### src/rtl/msk_tof_hpc2_pipe_pkg.sv
// Shared constants and index helpers for the masked Toffoli (HPC2) pipeline.
// No timing of its own; pure elaboration-time helpers.
// No flow control; consumed by the interface, lane and top.
package msk_tof_hpc2_pipe_pkg;

    localparam int DEFAULT_SHARES = 2;

    // Fresh random bits needed per lane: one per unordered share pair.
    function automatic int hpc2rnd(input int d);
        return d * (d - 1) / 2;
    endfunction

    // Bit position of r_ij inside a lane's rnd slice; r_ij and r_ji share one bit.
    // The diagonal has no random bit; it maps to 0 so callers may evaluate it harmlessly.
    function automatic int rnd_idx(input int d, input int i, input int j);
        int lo;
        int hi;
        if (i == j) begin
            return 0;
        end
        lo = (i < j) ? i : j;
        hi = (i < j) ? j : i;
        return lo * d - lo * (lo + 1) / 2 + (hi - 1 - lo);
    endfunction

    // Lowest share index other than i; that cross term also carries a_i&b_i and c_i.
    function automatic int first_peer(input int i);
        return (i == 0) ? 1 : 0;
    endfunction

    // Flat bit position of lane k, share s in a W*d sharing bus.
    function automatic int share_bit(input int d, input int k, input int s);
        return k * d + s;
    endfunction

endpackage

### src/rtl/msk_tof_hpc2_pipe_if.sv
// Operand/result bundle of the masked Toffoli pipeline.
// No latency; plain wires between producer and pipeline.
// en is a global advance: en=0 freezes the whole pipeline, there is no per-beat ready.
interface msk_tof_hpc2_pipe_if
    import msk_tof_hpc2_pipe_pkg::*;
#(
    parameter int d = DEFAULT_SHARES,
    parameter int W = 1
);
    localparam int R = hpc2rnd(d);

    logic             en;
    logic             in_valid;
    logic [W*d-1:0]   ina;
    logic [W*d-1:0]   inb;
    logic [W*d-1:0]   inc;
    logic [W*R-1:0]   rnd;
    logic             out_valid;
    logic [W*d-1:0]   out;

    modport master (
        output en, in_valid, ina, inb, inc, rnd,
        input  out_valid, out
    );

    modport slave (
        input  en, in_valid, ina, inb, inc, rnd,
        output out_valid, out
    );

endinterface

### src/rtl/msk_tof_hpc2_pipe_lane.sv
// One lane of the d-share HPC2 Toffoli gadget: out = (a & b) ^ c on shares.
// Latency 2 en=1 edges (input regs + cross-product regs), output XOR tree is combinational.
// en=0 holds every register; no other backpressure.
module msk_tof_hpc2_pipe_lane
    import msk_tof_hpc2_pipe_pkg::*;
#(
    parameter int d = DEFAULT_SHARES
) (
    input  logic                    clk,
    input  logic                    rst,
    input  logic                    en,
    input  logic [d-1:0]            ina,
    input  logic [d-1:0]            inb,
    input  logic [d-1:0]            inc,
    input  logic [hpc2rnd(d)-1:0]   rnd,
    output logic [d-1:0]            out
);
    localparam int R = hpc2rnd(d);

    // Stage-1 registers: aligned copies of a, b, c, rnd plus the refreshed b_j ^ r_ij.
    logic [d-1:0]          a1;
    logic [d-1:0]          b1;
    logic [d-1:0]          c1;
    logic [R-1:0]          r1;
    logic [d-1:0][d-1:0]   v1;

    // Stage-2 registers: per-pair cross terms, kept separate until the output XOR.
    logic [d-1:0][d-1:0]   w2;
    logic [d-1:0][d-1:0]   u2;

    // Stage 1: the b share is masked with r_ij before it ever meets another domain's a.
    always_ff @(posedge clk) begin
        if (rst) begin
            a1 <= '0;
            b1 <= '0;
            c1 <= '0;
            r1 <= '0;
            v1 <= '0;
        end else if (en) begin
            a1 <= ina;
            b1 <= inb;
            c1 <= inc;
            r1 <= rnd;
            for (int i = 0; i < d; i++) begin
                for (int j = 0; j < d; j++) begin
                    if (i == j) begin
                        v1[i][j] <= 1'b0;
                    end else begin
                        v1[i][j] <= inb[j] ^ rnd[rnd_idx(d, i, j)];
                    end
                end
            end
        end
    end

    // Stage 2: a_i&(b_j^r) and ~a_i&r are registered apart so r only cancels after the flops.
    always_ff @(posedge clk) begin
        if (rst) begin
            w2 <= '0;
            u2 <= '0;
        end else if (en) begin
            for (int i = 0; i < d; i++) begin
                for (int j = 0; j < d; j++) begin
                    w2[i][j] <= a1[i] & v1[i][j];
                    if (i == j) begin
                        u2[i][j] <= 1'b0;
                    end else if (j == first_peer(i)) begin
                        u2[i][j] <= (~a1[i] & r1[rnd_idx(d, i, j)])
                                    ^ (a1[i] & b1[i]) ^ c1[i];
                    end else begin
                        u2[i][j] <= ~a1[i] & r1[rnd_idx(d, i, j)];
                    end
                end
            end
        end
    end

    // Output share i: XOR of all registered cross terms of domain i (diagonal entries are 0).
    always_comb begin
        out = '0;
        for (int i = 0; i < d; i++) begin
            for (int j = 0; j < d; j++) begin
                out[i] = out[i] ^ u2[i][j] ^ w2[i][j];
            end
        end
    end

endmodule

### src/rtl/msk_tof_hpc2_pipe.sv
// W-lane masked Toffoli pipeline, out = (a & b) ^ c per lane, PINI HPC2 structure.
// Latency 2 en=1 edges; one operand set per en=1 cycle, back-to-back supported.
// en=0 stalls all stages (data and valid hold). Optional MSKTOF_OUT_GATE_EN zeroes out while !out_valid.
module msk_tof_hpc2_pipe
    import msk_tof_hpc2_pipe_pkg::*;
#(
    parameter int d = DEFAULT_SHARES,
    parameter int W = 1
) (
    input  logic                  clk,
    input  logic                  rst,
    msk_tof_hpc2_pipe_if.slave    bus
);
    localparam int R = hpc2rnd(d);

    logic [1:0]      vp;
    logic [W*d-1:0]  out_raw;

    // Valid shift register tracking which pipeline slots hold accepted operands.
    always_ff @(posedge clk) begin
        if (rst) begin
            vp <= 2'b00;
        end else if (bus.en) begin
            vp <= {vp[0], bus.in_valid};
        end
    end

    // Independent lanes; each sees only its own share slices and rnd slice.
    for (genvar k = 0; k < W; k++) begin : g_lane
        msk_tof_hpc2_pipe_lane #(.d(d)) u_lane (
            .clk (clk),
            .rst (rst),
            .en  (bus.en),
            .ina (bus.ina[share_bit(d, k, 0) +: d]),
            .inb (bus.inb[share_bit(d, k, 0) +: d]),
            .inc (bus.inc[share_bit(d, k, 0) +: d]),
            .rnd (bus.rnd[k*R +: R]),
            .out (out_raw[share_bit(d, k, 0) +: d])
        );
    end

    assign bus.out_valid = vp[1];

`ifdef MSKTOF_OUT_GATE_EN
    // out_valid is public, so masking the shares with it leaks nothing.
    assign bus.out = out_raw & {(W*d){vp[1]}};
`else
    assign bus.out = out_raw;
`endif

endmodule

### src/flat_wrapper.sv
// flat-port wrapper written by rule: the top's interface ports become plain ports
module msk_tof_hpc2_pipe_flat import msk_tof_hpc2_pipe_pkg::*;
#(
    parameter int d = DEFAULT_SHARES,
    parameter int W = 1
)
  (clk, rst, bus_en, bus_in_valid, bus_ina, bus_inb, bus_inc, bus_rnd, bus_out_valid, bus_out);
  msk_tof_hpc2_pipe_if #(.d(d), .W(W)) bus_i ();
  input  logic clk;
  input  logic rst;
  input wire logic [$bits(bus_i.en)-1:0] bus_en;
  input wire logic [$bits(bus_i.in_valid)-1:0] bus_in_valid;
  input wire logic [$bits(bus_i.ina)-1:0] bus_ina;
  input wire logic [$bits(bus_i.inb)-1:0] bus_inb;
  input wire logic [$bits(bus_i.inc)-1:0] bus_inc;
  input wire logic [$bits(bus_i.rnd)-1:0] bus_rnd;
  output wire logic [$bits(bus_i.out_valid)-1:0] bus_out_valid;
  output wire logic [$bits(bus_i.out)-1:0] bus_out;
  assign bus_i.en = bus_en;
  assign bus_i.in_valid = bus_in_valid;
  assign bus_i.ina = bus_ina;
  assign bus_i.inb = bus_inb;
  assign bus_i.inc = bus_inc;
  assign bus_i.rnd = bus_rnd;
  assign bus_out_valid = bus_i.out_valid;
  assign bus_out = bus_i.out;
  msk_tof_hpc2_pipe #(.d(d), .W(W)) u_core (.clk(clk), .rst(rst), .bus(bus_i));
endmodule
### config.mk
export PLATFORM = sky130hd
export DESIGN_NAME = msk_tof_hpc2_pipe_flat
export DESIGN_NICKNAME = d
export VERILOG_FILES = /design/src/rtl/msk_tof_hpc2_pipe_pkg.sv /design/src/rtl/msk_tof_hpc2_pipe_if.sv /design/src/rtl/msk_tof_hpc2_pipe_lane.sv /design/src/rtl/msk_tof_hpc2_pipe.sv /design/src/flat_wrapper.sv
export SDC_FILE = /design/constraint.sdc
export NUM_CORES = 1
export LEC_CHECK = 0
export CORE_MARGIN = 2
export CORE_UTILIZATION = 42
export DETAILED_ROUTE_END_ITERATION = 7
export PLACE_DENSITY = 0.71
export SETUP_SLACK_MARGIN = 0.5
export SLEW_MARGIN = 40
export SYNTH_ARGS = -nofsm -noshare
export SYNTH_HDL_FRONTEND = slang
export SYNTH_SLANG_ARGS = --single-unit
export TNS_END_PERCENT = 50
### constraint.sdc
create_clock -name clk -period 0.85 [get_ports clk]
set_input_delay 0.17 -clock clk [delete_from_list [all_inputs] [get_ports clk]]
set_output_delay 0.17 -clock clk [all_outputs]
set_load 0.02 [all_outputs]
==> results.sh, run 1 <==
export IMPL_status="complete, but fails checks"
export IMPL_slew_headroom_pct=85.4
export IMPL_cts_tree="built"
export IMPL_synth_area_um2=639
export IMPL_synth_warnings=0
export IMPL_period_needed_ns=1.10
export IMPL_layout_commonest_cell="dfxtp_2"
export IMPL_synth_cell_type_count=16
export IMPL_grt_most_used_layer="met2"
export IMPL_cts_max_level=1
export IMPL_avgRoutedWirePerCell_um=11.8
export IMPL_critPathArrivalTime_ns=0.93
export IMPL_period_share_pct=130
export IMPL_layout_drive_gt1_share_pct=58.4
export IMPL_hold_viol=0
export IMPL_synth_seq_cells=15
export IMPL_dpl_cell_count=98
export IMPL_p_leak_nw=0.419
export IMPL_cp_data_required_time_ns=0.68
export IMPL_drt_iter0_markers=2
export IMPL_syn_area_per_cell_um2=10.5
export IMPL_grt_pass1_vias=481
export IMPL_syn_nets=72
export IMPL_finalSetupViolations=5
export IMPL_antenna_found_initial=0
export IMPL_port_buffer_count=13
export IMPL_clock_latency_ns=0.28
export IMPL_layout_nets=101
export IMPL_grt_use_met3_pct=3.83
export IMPL_num_io_pins=14
export IMPL_yosysSeqAreaShare_pct=47.0
export IMPL_fp_dieW_um=43.0
export IMPL_rr_worst_depth=2
export IMPL_swShare_pct=24.4
export IMPL_worstHoldPathType="in2reg"
export IMPL_p_switching_mw=0.354
export IMPL_crit_path_end_kind="output pin"
export IMPL_place_congestion=0.688
export IMPL_worst_hold_slack_ns=0.183
export IMPL_dp_hpwl_um=854
export IMPL_synth_top_area_share_pct=47.0
export IMPL_grt_pass1_wl_mm=2.04
export IMPL_total_power_mw=1.45
export IMPL_crit_type="reg2out"
export IMPL_fin_area_um2=993
export IMPL_num_rows=14
export IMPL_dr_pass1_iters=2
export IMPL_fin_cells=105
export IMPL_cts_sinks=15
export IMPL_coreArea_um2=1470
export IMPL_path_clk_slew_ns=0.08
export IMPL_track_usage_pct=15.2
export IMPL_p_int_mw=1.10
export IMPL_wl_mm=1.24
export IMPL_fin_ws_ns=-0.254
export IMPL_start_util_pct=43.5
export IMPL_n_antenna_cell=0
export IMPL_via_count=511
export IMPL_viasPerCell=4.87
export IMPL_min_delay_start="rst"
export IMPL_p_comb_share_pct=19.2
export IMPL_grt_max_degree=11
export IMPL_crit_fanout=2
export IMPL_drv_cap=0
export IMPL_rr_startpoint="u_core.g_lane[0].u_lane.c1[1]"
export IMPL_syn_inst=61
export IMPL_met2_usage_pct=25.2
export IMPL_worstSetupStartpointType="flip-flop"
export IMPL_maxSlewViolCount=0
export IMPL_layout_common_cells="dfxtp_2 (15), buf_6 (10), mux2i_1 (9), nor2_1 (9), buf_4 (7)"
export IMPL_sequentialPowerShare_pct=53.8
export IMPL_max_freq_mhz=906
export IMPL_clk_path_buf_depth=2
export IMPL_ir_drop_mv=1.05
export IMPL_power_density_nw_per_um2=1460
export IMPL_utilization_pct=67.5
export IMPL_ys_top_cells_by_area="dfxtp_1 (47%), mux2i_1 (17%), nor2_1 (6.5%)"
export IMPL_hold_depth=3
export IMPL_finClkSkew_ns=0.00220
export IMPL_violations="negative setup slack"
export IMPL_met1_usage_pct=17.5
export IMPL_max_slew_worst_pin_slew_ns=0.215
export IMPL_clockRootBuffer="clkbuf_4"
export IMPL_grt_overflow_total=0
export IMPL_rsz0062_at_grt="yes"
export IMPL_drc=0
export IMPL_die_area_um2=1850
export IMPL_synth_top_area_cell="dfxtp_1"
export IMPL_clkPwrFrac_pct=27.0
export IMPL_crit_path_start="u_core.g_lane[0].u_lane.w2[1]"
export IMPL_ant_nets=0
export IMPL_cts_made_buffers=3
export IMPL_die_h_um=43.0
export IMPL_postPlaceCellArea_um2=870
export IMPL_area_growth_pct=55.4
[what timing repair did]
item	4_1_cts	5_1_grt
hold buffers	0	0
buffers inserted	0	2
gates resized for setup	56	4
setup endpoints to repair	18	18
pin swaps	14	15
gates cloned	1	0
[Yosys cell counts]
| cell type | instances |
|---|---|
| nand2b_1 | 4 |
| o221ai_2 | 2 |
| nor2_1 | 11 |
| xor2_1 | 2 |
| or3b_1 | 2 |
| clkbuf_1 | 1 |
| buf_6 | 1 |
| mux2i_1 | 11 |
| nand3_1 | 2 |
| nand4b_1 | 2 |
| buf_4 | 1 |
| buf_2 | 1 |
| dfxtp_1 | 15 |
| a211oi_1 | 2 |
| xnor2_1 | 2 |
| a21oi_1 | 2 |
[routing by layer]
metal  share of wire (%)  up-vias  routed length, um
met5                   0        -                  0
met4                 1.5        0                 19
met3                 3.3        4                 41
met2                  52        8                643
met1                  43      234                532
li1                    -      265                  -
[final timing paths]
kind / endpoint / slack [ns]
max: bus_out[0] / -0.25
min: u_core.g_lane[0].u_lane.c1[0] / 0.18
max reg2reg: u_core.g_lane[0].u_lane.u2[2] / -0.05
min reg2reg: u_core.g_lane[0].u_lane.w2[1] / 0.48
[flip-flops by register name (all words and copies together) (netlist names)]
| name | flops |
|---|---|
| u_core.vp | 2 |
| u_core.g_lane.u_lane.r1 | 1 |
| u_core.g_lane.u_lane.u2 | 2 |
| u_core.g_lane.u_lane.v1 | 2 |
| u_core.g_lane.u_lane.a1 | 2 |
| u_core.g_lane.u_lane.b1 | 2 |
| u_core.g_lane.u_lane.c1 | 2 |
| u_core.g_lane.u_lane.w2 | 2 |
[critical path, cell delays in order, from the launching register on]
cell and delay (ns):
dfxtp_2 0.34, xor2_2 0.16, buf_4 0.15
[power by group through the flow]
stage	registers, mW	clock network, mW	logic, mW
6_report	0.782	0.392	0.279
5_1_grt	0.787	0.451	0.300
4_1_cts	0.781	0.411	0.266
3_5_place_dp	0.784	0	0.245
3_3_place_gp	0.782	0	0.241
2_1_floorplan	0.782	0	0.144
[through the flow]
step	TNS, ns	setup slack, ns
after floorplan	0	0.00221
after global placement	-7.16	-0.439
after detailed placement	-7.38	-0.473
after CTS	-0.701	-0.266
after global routing	-0.854	-0.290
final	-0.650	-0.254
[layout make-up]
cell class / count / area [um2]
fillers: 126 / 478
flip-flops and latches: 15 / 319
repair buffers: 28 / 258
clock buffers: 4 / 26.3
multi-input cells: 42 / 370
well taps: 16 / 20.0
[kinds of logic after synthesis]
group	count (synthesis)	synth area share, %
and+or+nand+nor	21	17.4
buffers and inverters	4	4.30
xor gates and xnor gates	4	5.48
AOI/OAI and AO/OA	6	8.61
muxes	11	17.2
DFF	15	47.0
(Power assumes the default switching activity.)
==> run 2, diff against run 1 <==
Settings changed: CORE_UTILIZATION 42 to 47, PLACE_DENSITY 0.71 to 0.75.
Clock period 0.85 ns to 1.2 ns, I/O delays scaled along.
==> results.sh, run 2 (synthesis results as in run 1) <==
export IMPL_rr_startpoint="u_core.g_lane[0].u_lane.a1[0]"
export IMPL_cp_slowest_cell="dfxtp_2"
export IMPL_cts_max_level=1
export IMPL_hold_viol=0
export IMPL_crit_fanout=2
export IMPL_die_h_um=40.9
export IMPL_p_int_mw=0.774
export IMPL_cp_data_required_time_ns=0.96
export IMPL_worstSetupStartpointType="flip-flop"
export IMPL_crit_type="reg2out"
export IMPL_num_rows=13
export IMPL_dp_hpwl_um=883
export IMPL_start_util_pct=49.8
export IMPL_die_area_um2=1670
export IMPL_hold_depth=3
export IMPL_fin_area_um2=961
export IMPL_r2r_end="u_core.g_lane[0].u_lane.u2[1]"
export IMPL_crit_path_start="u_core.g_lane[0].u_lane.u2[1]"
export IMPL_grt_pass1_wl_mm=1.83
export IMPL_clkPwrFrac_pct=27.5
export IMPL_coreArea_um2=1280
export IMPL_period_share_pct=96.6
export IMPL_max_freq_mhz=863
export IMPL_slew_headroom_pct=84.7
export IMPL_finalSetupViolations=0
export IMPL_cpPeakStageDelay_ns=0.34
export IMPL_grt_max_degree=10
export IMPL_p_comb_share_pct=18.8
export IMPL_p_switching_mw=0.258
export IMPL_swShare_pct=25.0
export IMPL_utilization_pct=74.8
export IMPL_fp_dieW_um=40.9
export IMPL_track_usage_pct=17.0
export IMPL_sequentialPowerShare_pct=53.7
export IMPL_path_clk_slew_ns=0.09
export IMPL_grt_overflow_total=0
export IMPL_rsz0062_at_grt="yes"
export IMPL_worstHoldPathType="in2reg"
export IMPL_dr_pass1_iters=4
export IMPL_cts_tree="built"
export IMPL_crit_end="bus_out[0]"
export IMPL_layout_nets=95
export IMPL_crit_path_end_kind="output pin"
export IMPL_num_io_pins=14
export IMPL_layout_drive_gt1_share_pct=48.2
export IMPL_period_needed_ns=1.16
export IMPL_via_count=499
export IMPL_cts_made_buffers=3
export IMPL_drv_cap=0
export IMPL_layout_common_cells="nor2_1 (10), dfxtp_2 (10), mux2i_1 (9)"
export IMPL_cts_sinks=15
export IMPL_fin_ws_ns=0.0413
export IMPL_wl_mm=1.27
export IMPL_ant_nets=0
export IMPL_n_antenna_cell=0
export IMPL_rrSetupSlack_ns=0.26
export IMPL_avgRoutedWirePerCell_um=13.0
export IMPL_clockRootBuffer="clkbuf_4"
export IMPL_area_growth_pct=50.3
export IMPL_drc=0
export IMPL_worst_hold_slack_ns=0.257
export IMPL_status="finished, final reports clean"
export IMPL_port_buffer_count=13
export IMPL_power_density_nw_per_um2=1070
export IMPL_critical_path_cell_chain="xor2_2 -> buf_6"
export IMPL_critPathArrivalTime_ns=0.92
export IMPL_tns_ns=0
export IMPL_finClkSkew_ns=0.00922
export IMPL_dp_slack_ns=-0.198
export IMPL_grt_pass1_vias=455
export IMPL_place_congestion=0.711
export IMPL_viasPerCell=5.09
export IMPL_maxSlewViolCount=0
export IMPL_p_leak_nw=0.416
export IMPL_clock_latency_ns=0.28
export IMPL_drt_iter0_markers=5
export IMPL_ir_drop_mv=0.753
export IMPL_postPlaceCellArea_um2=828
export IMPL_clk_path_buf_depth=2
export IMPL_num_fill_cells=89
export IMPL_antenna_found_initial=0
export IMPL_max_slew_worst_pin_slew_ns=0.225
export IMPL_rr_worst_depth=3
## run 2: cell count changes in the layout (fill, tap and decap cells not counted), sizes merged
cell	delta
buf	-7
bufbuf	+1
clkbuf	+1
clkdlybuf4s50	-2
dlygate4sd2	-1
dlymetal6s2s	+2
## run 2: metrics by stage
step / std cells / total power, mW
4_1_cts: 97 / 1.02
3_3_place_gp: 92 / 0.712
3_5_place_dp: 92 / 0.717
5_1_grt: 98 / 1.08
2_1_floorplan: 61 / 0.644
6_report: 98 / 1.03
## run 2: what timing repair did
item / 4_1_cts / 5_1_grt
setup endpoints to repair: 18 / 11
cloned: 1 / 0
endpoints found under the hold margin: 0 / 0
hold buffers: 0 / 0
resized for setup: 39 / 20
pin swaps: 5 / 8
buffers inserted: 0 / 1
## run 2: critical path, delay by kind of cell, from the launching register on
kind / cells / cell delay (ns)
buffers and inverters: 1 / 0.13
DFF: 1 / 0.34
xor gates and xnor gates: 1 / 0.17
## run 2: area by class of cell
cell class | count | area (um2) | share of cell area, %
Clock buffer | 4 | 26.3 | 2.73
Multi-Input combinational cell | 42 | 370 | 38.5
Sequential cell | 15 | 313 | 32.6
Tap cell | 15 | 18.8 | 1.95
Timing Repair Buffer | 22 | 233 | 24.2
## run 2: layer usage
metal  part of all wire [%]  wire length, um  track usage [%]  up-vias
met2                     52              659             29.7       11
met1                     44              558             19.5      234
met5                      0                0                0        -
met4                      0                0             7.50        0
met3                    4.4               56             3.80        0
li1                       -                -                -      254
## run 2: how the worst min path moves through the flow
| stage | from | end |
|---|---|---|
| final | bus_in_valid | u_core.vp[0] |
| after global routing | rst | u_core.g_lane[0].u_lane.u2[1] |
| after CTS | rst | u_core.g_lane[0].u_lane.u2[1] |
| after detailed placement | u_core.g_lane[0].u_lane.v1[2] | u_core.g_lane[0].u_lane.w2[2] |
| after global placement | u_core.g_lane[0].u_lane.v1[2] | u_core.g_lane[0].u_lane.w2[2] |
| after floorplan | bus_inb[0] | u_core.g_lane[0].u_lane.b1[0] |
## run 2: power groups by stage
stage	Clock (mW)	Combinational, mW	Sequential, mW
after floorplan	0	0.0907	0.553
after global placement	0	0.157	0.555
after detailed placement	0	0.160	0.557
after CTS	0.292	0.175	0.549
after global routing	0.312	0.209	0.557
final	0.284	0.194	0.554
==> run 3, diff against run 2 <==
Settings changed: CORE_UTILIZATION 47 to 30, PLACE_DENSITY 0.75 to default.
==> results.sh, run 3 (synthesis results as in run 1) <==
export IMPL_status="finished, final reports clean"
export IMPL_fin_ws_ns=0.0288
export IMPL_critPathArrivalTime_ns=0.93
export IMPL_cts_made_buffers=3
export IMPL_r2r_end="u_core.g_lane[0].u_lane.u2[2]"
export IMPL_layout_nets=97
export IMPL_drc=0
export IMPL_clk_path_buf_depth=2
export IMPL_area_growth_pct=50.1
export IMPL_maxSlewViolCount=0
export IMPL_cts_max_level=1
export IMPL_crit_type="reg2out"
export IMPL_p_leak_nw=0.396
export IMPL_utilization_pct=48.4
export IMPL_clock_latency_ns=0.28
export IMPL_layout_drive_gt1_share_pct=49.4
export IMPL_track_usage_pct=10.9
export IMPL_viasPerCell=4.42
export IMPL_grt_max_degree=9
export IMPL_die_h_um=50.2
export IMPL_worstHoldPathType="in2reg"
export IMPL_dp_slack_ns=-0.149
export IMPL_antenna_found_initial=0
export IMPL_period_share_pct=97.6
export IMPL_crit_fanout=2
export IMPL_port_buffer_count=13
export IMPL_ant_nets=0
export IMPL_num_rows=16
export IMPL_finClkSkew_ns=0.00194
export IMPL_coreArea_um2=1980
export IMPL_worstSetupStartpointType="flip-flop"
export IMPL_ir_drop_mv=0.461
export IMPL_cts_hold_buf=0
export IMPL_cp_data_required_time_ns=0.96
export IMPL_avgRoutedWirePerCell_um=10.7
export IMPL_grt_overflow_total=0
export IMPL_dr_pass1_iters=3
export IMPL_holdPathEnd="u_core.g_lane[0].u_lane.b1[0]"
export IMPL_num_fill_cells=185
export IMPL_max_freq_mhz=854
export IMPL_cts_tree="built"
export IMPL_period_needed_ns=1.17
export IMPL_drt_iter0_markers=1
export IMPL_rr_startpoint="u_core.g_lane[0].u_lane.a1[1]"
export IMPL_num_io_pins=14
export IMPL_path_clk_slew_ns=0.09
export IMPL_wl_mm=1.20
export IMPL_slew_headroom_pct=85.6
export IMPL_rr_worst_depth=3
export IMPL_drv_cap=0
export IMPL_finalSetupViolations=0
export IMPL_crit_path_end_kind="output pin"
export IMPL_hold_viol=0
export IMPL_via_count=495
export IMPL_grt_pass1_vias=494
export IMPL_n_antenna_cell=0
export IMPL_min_delay_start="bus_inb[0]"
export IMPL_rsz0062_at_grt="yes"
export IMPL_start_util_pct=32.3
export IMPL_dp_hpwl_um=852
export IMPL_place_congestion=0.692
export IMPL_grt_pass1_wl_mm=2.04
export IMPL_clockRootBuffer="clkbuf_4"
export IMPL_fp_dieW_um=50.2
export IMPL_layout_common_cells="nor2_1 (11), dfxtp_2 (11), mux2i_1 (9)"
export IMPL_cts_sinks=15
export IMPL_hold_depth=3
export IMPL_rrSetupSlack_ns=0.29
export IMPL_power_density_nw_per_um2=1060
export IMPL_die_area_um2=2520
export IMPL_max_slew_worst_pin_slew_ns=0.212
[run 3: changes by cell type in the layout (fill, tap and decap cells not counted), sizes merged]
cell / previous run / this run
bufbuf: 1 / 0
buf: 13 / 16
dlymetal6s2s: 2 / 1
clkbuf: 5 / 4
clkdlybuf4s50: 3 / 5
[run 3: layout make-up]
| class | instances | area, um2 | area share, % |
|---|---|---|---|
| clock buffers | 4 | 26.3 | 2.74 |
| well taps | 27 | 33.8 | 3.52 |
| multi-input cells | 42 | 359 | 37.4 |
| repair buffers | 24 | 226 | 23.6 |
| flip-flops and latches | 15 | 314 | 32.7 |
[run 3: power by group]
group	leakage (nW)	total (mW)	switching [mW]	internal, mW
clock	0.0150	0.284	0.155	0.129
combinational	0.253	0.183	0.0723	0.110
sequential	0.128	0.553	0.0235	0.529
total	0.396	1.02	0.251	0.768
[run 3: critical path, cell delays in order, from the launching register on]
cell     delay [ns]
dfxtp_2        0.34
xor2_2         0.16
buf_4          0.15
[run 3: through the flow]
stage	setup TNS (ns)	area (um2)	hold slack [ns]	std cells	total power [mW]
final	0	960	0.283	112	1.02
after global routing	-0.000444	960	0.304	112	1.07
after CTS	0	920	0.382	112	1.02
after detailed placement	-1.71	851	0.483	105	0.718
after global placement	-1.77	851	0.471	105	0.716
after floorplan	0	658	0.387	61	0.644
[run 3: worst max-delay path by stage]
stage	start	endpoint	slack [ns]
floorplan	rst	u_core.g_lane[0].u_lane.u2[1]	0.31
global placement	bus_en	u_core.g_lane[0].u_lane.u2[2]	-0.15
detailed placement	bus_en	u_core.g_lane[0].u_lane.u2[2]	-0.15
CTS	u_core.g_lane[0].u_lane.w2[1]	bus_out[0]	0.01
global route	u_core.g_lane[0].u_lane.u2[2]	bus_out[1]	-0.0004
finish	u_core.g_lane[0].u_lane.u2[2]	bus_out[1]	0.03
[run 3: repair_timing]
action	CTS	global route
gates resized for setup	36	18
setup endpoints to repair	18	17
buffers inserted	3	0
pin swaps	3	10
[run 3: metal layers]
layer  wire (um)  up-vias  global-route usage, %
li1            -      256                      -
met1         524      229                   14.1
met2         618        8                   15.8
met3          37        2                   2.08
met4          14        0                   8.33
met5           0        -                      0
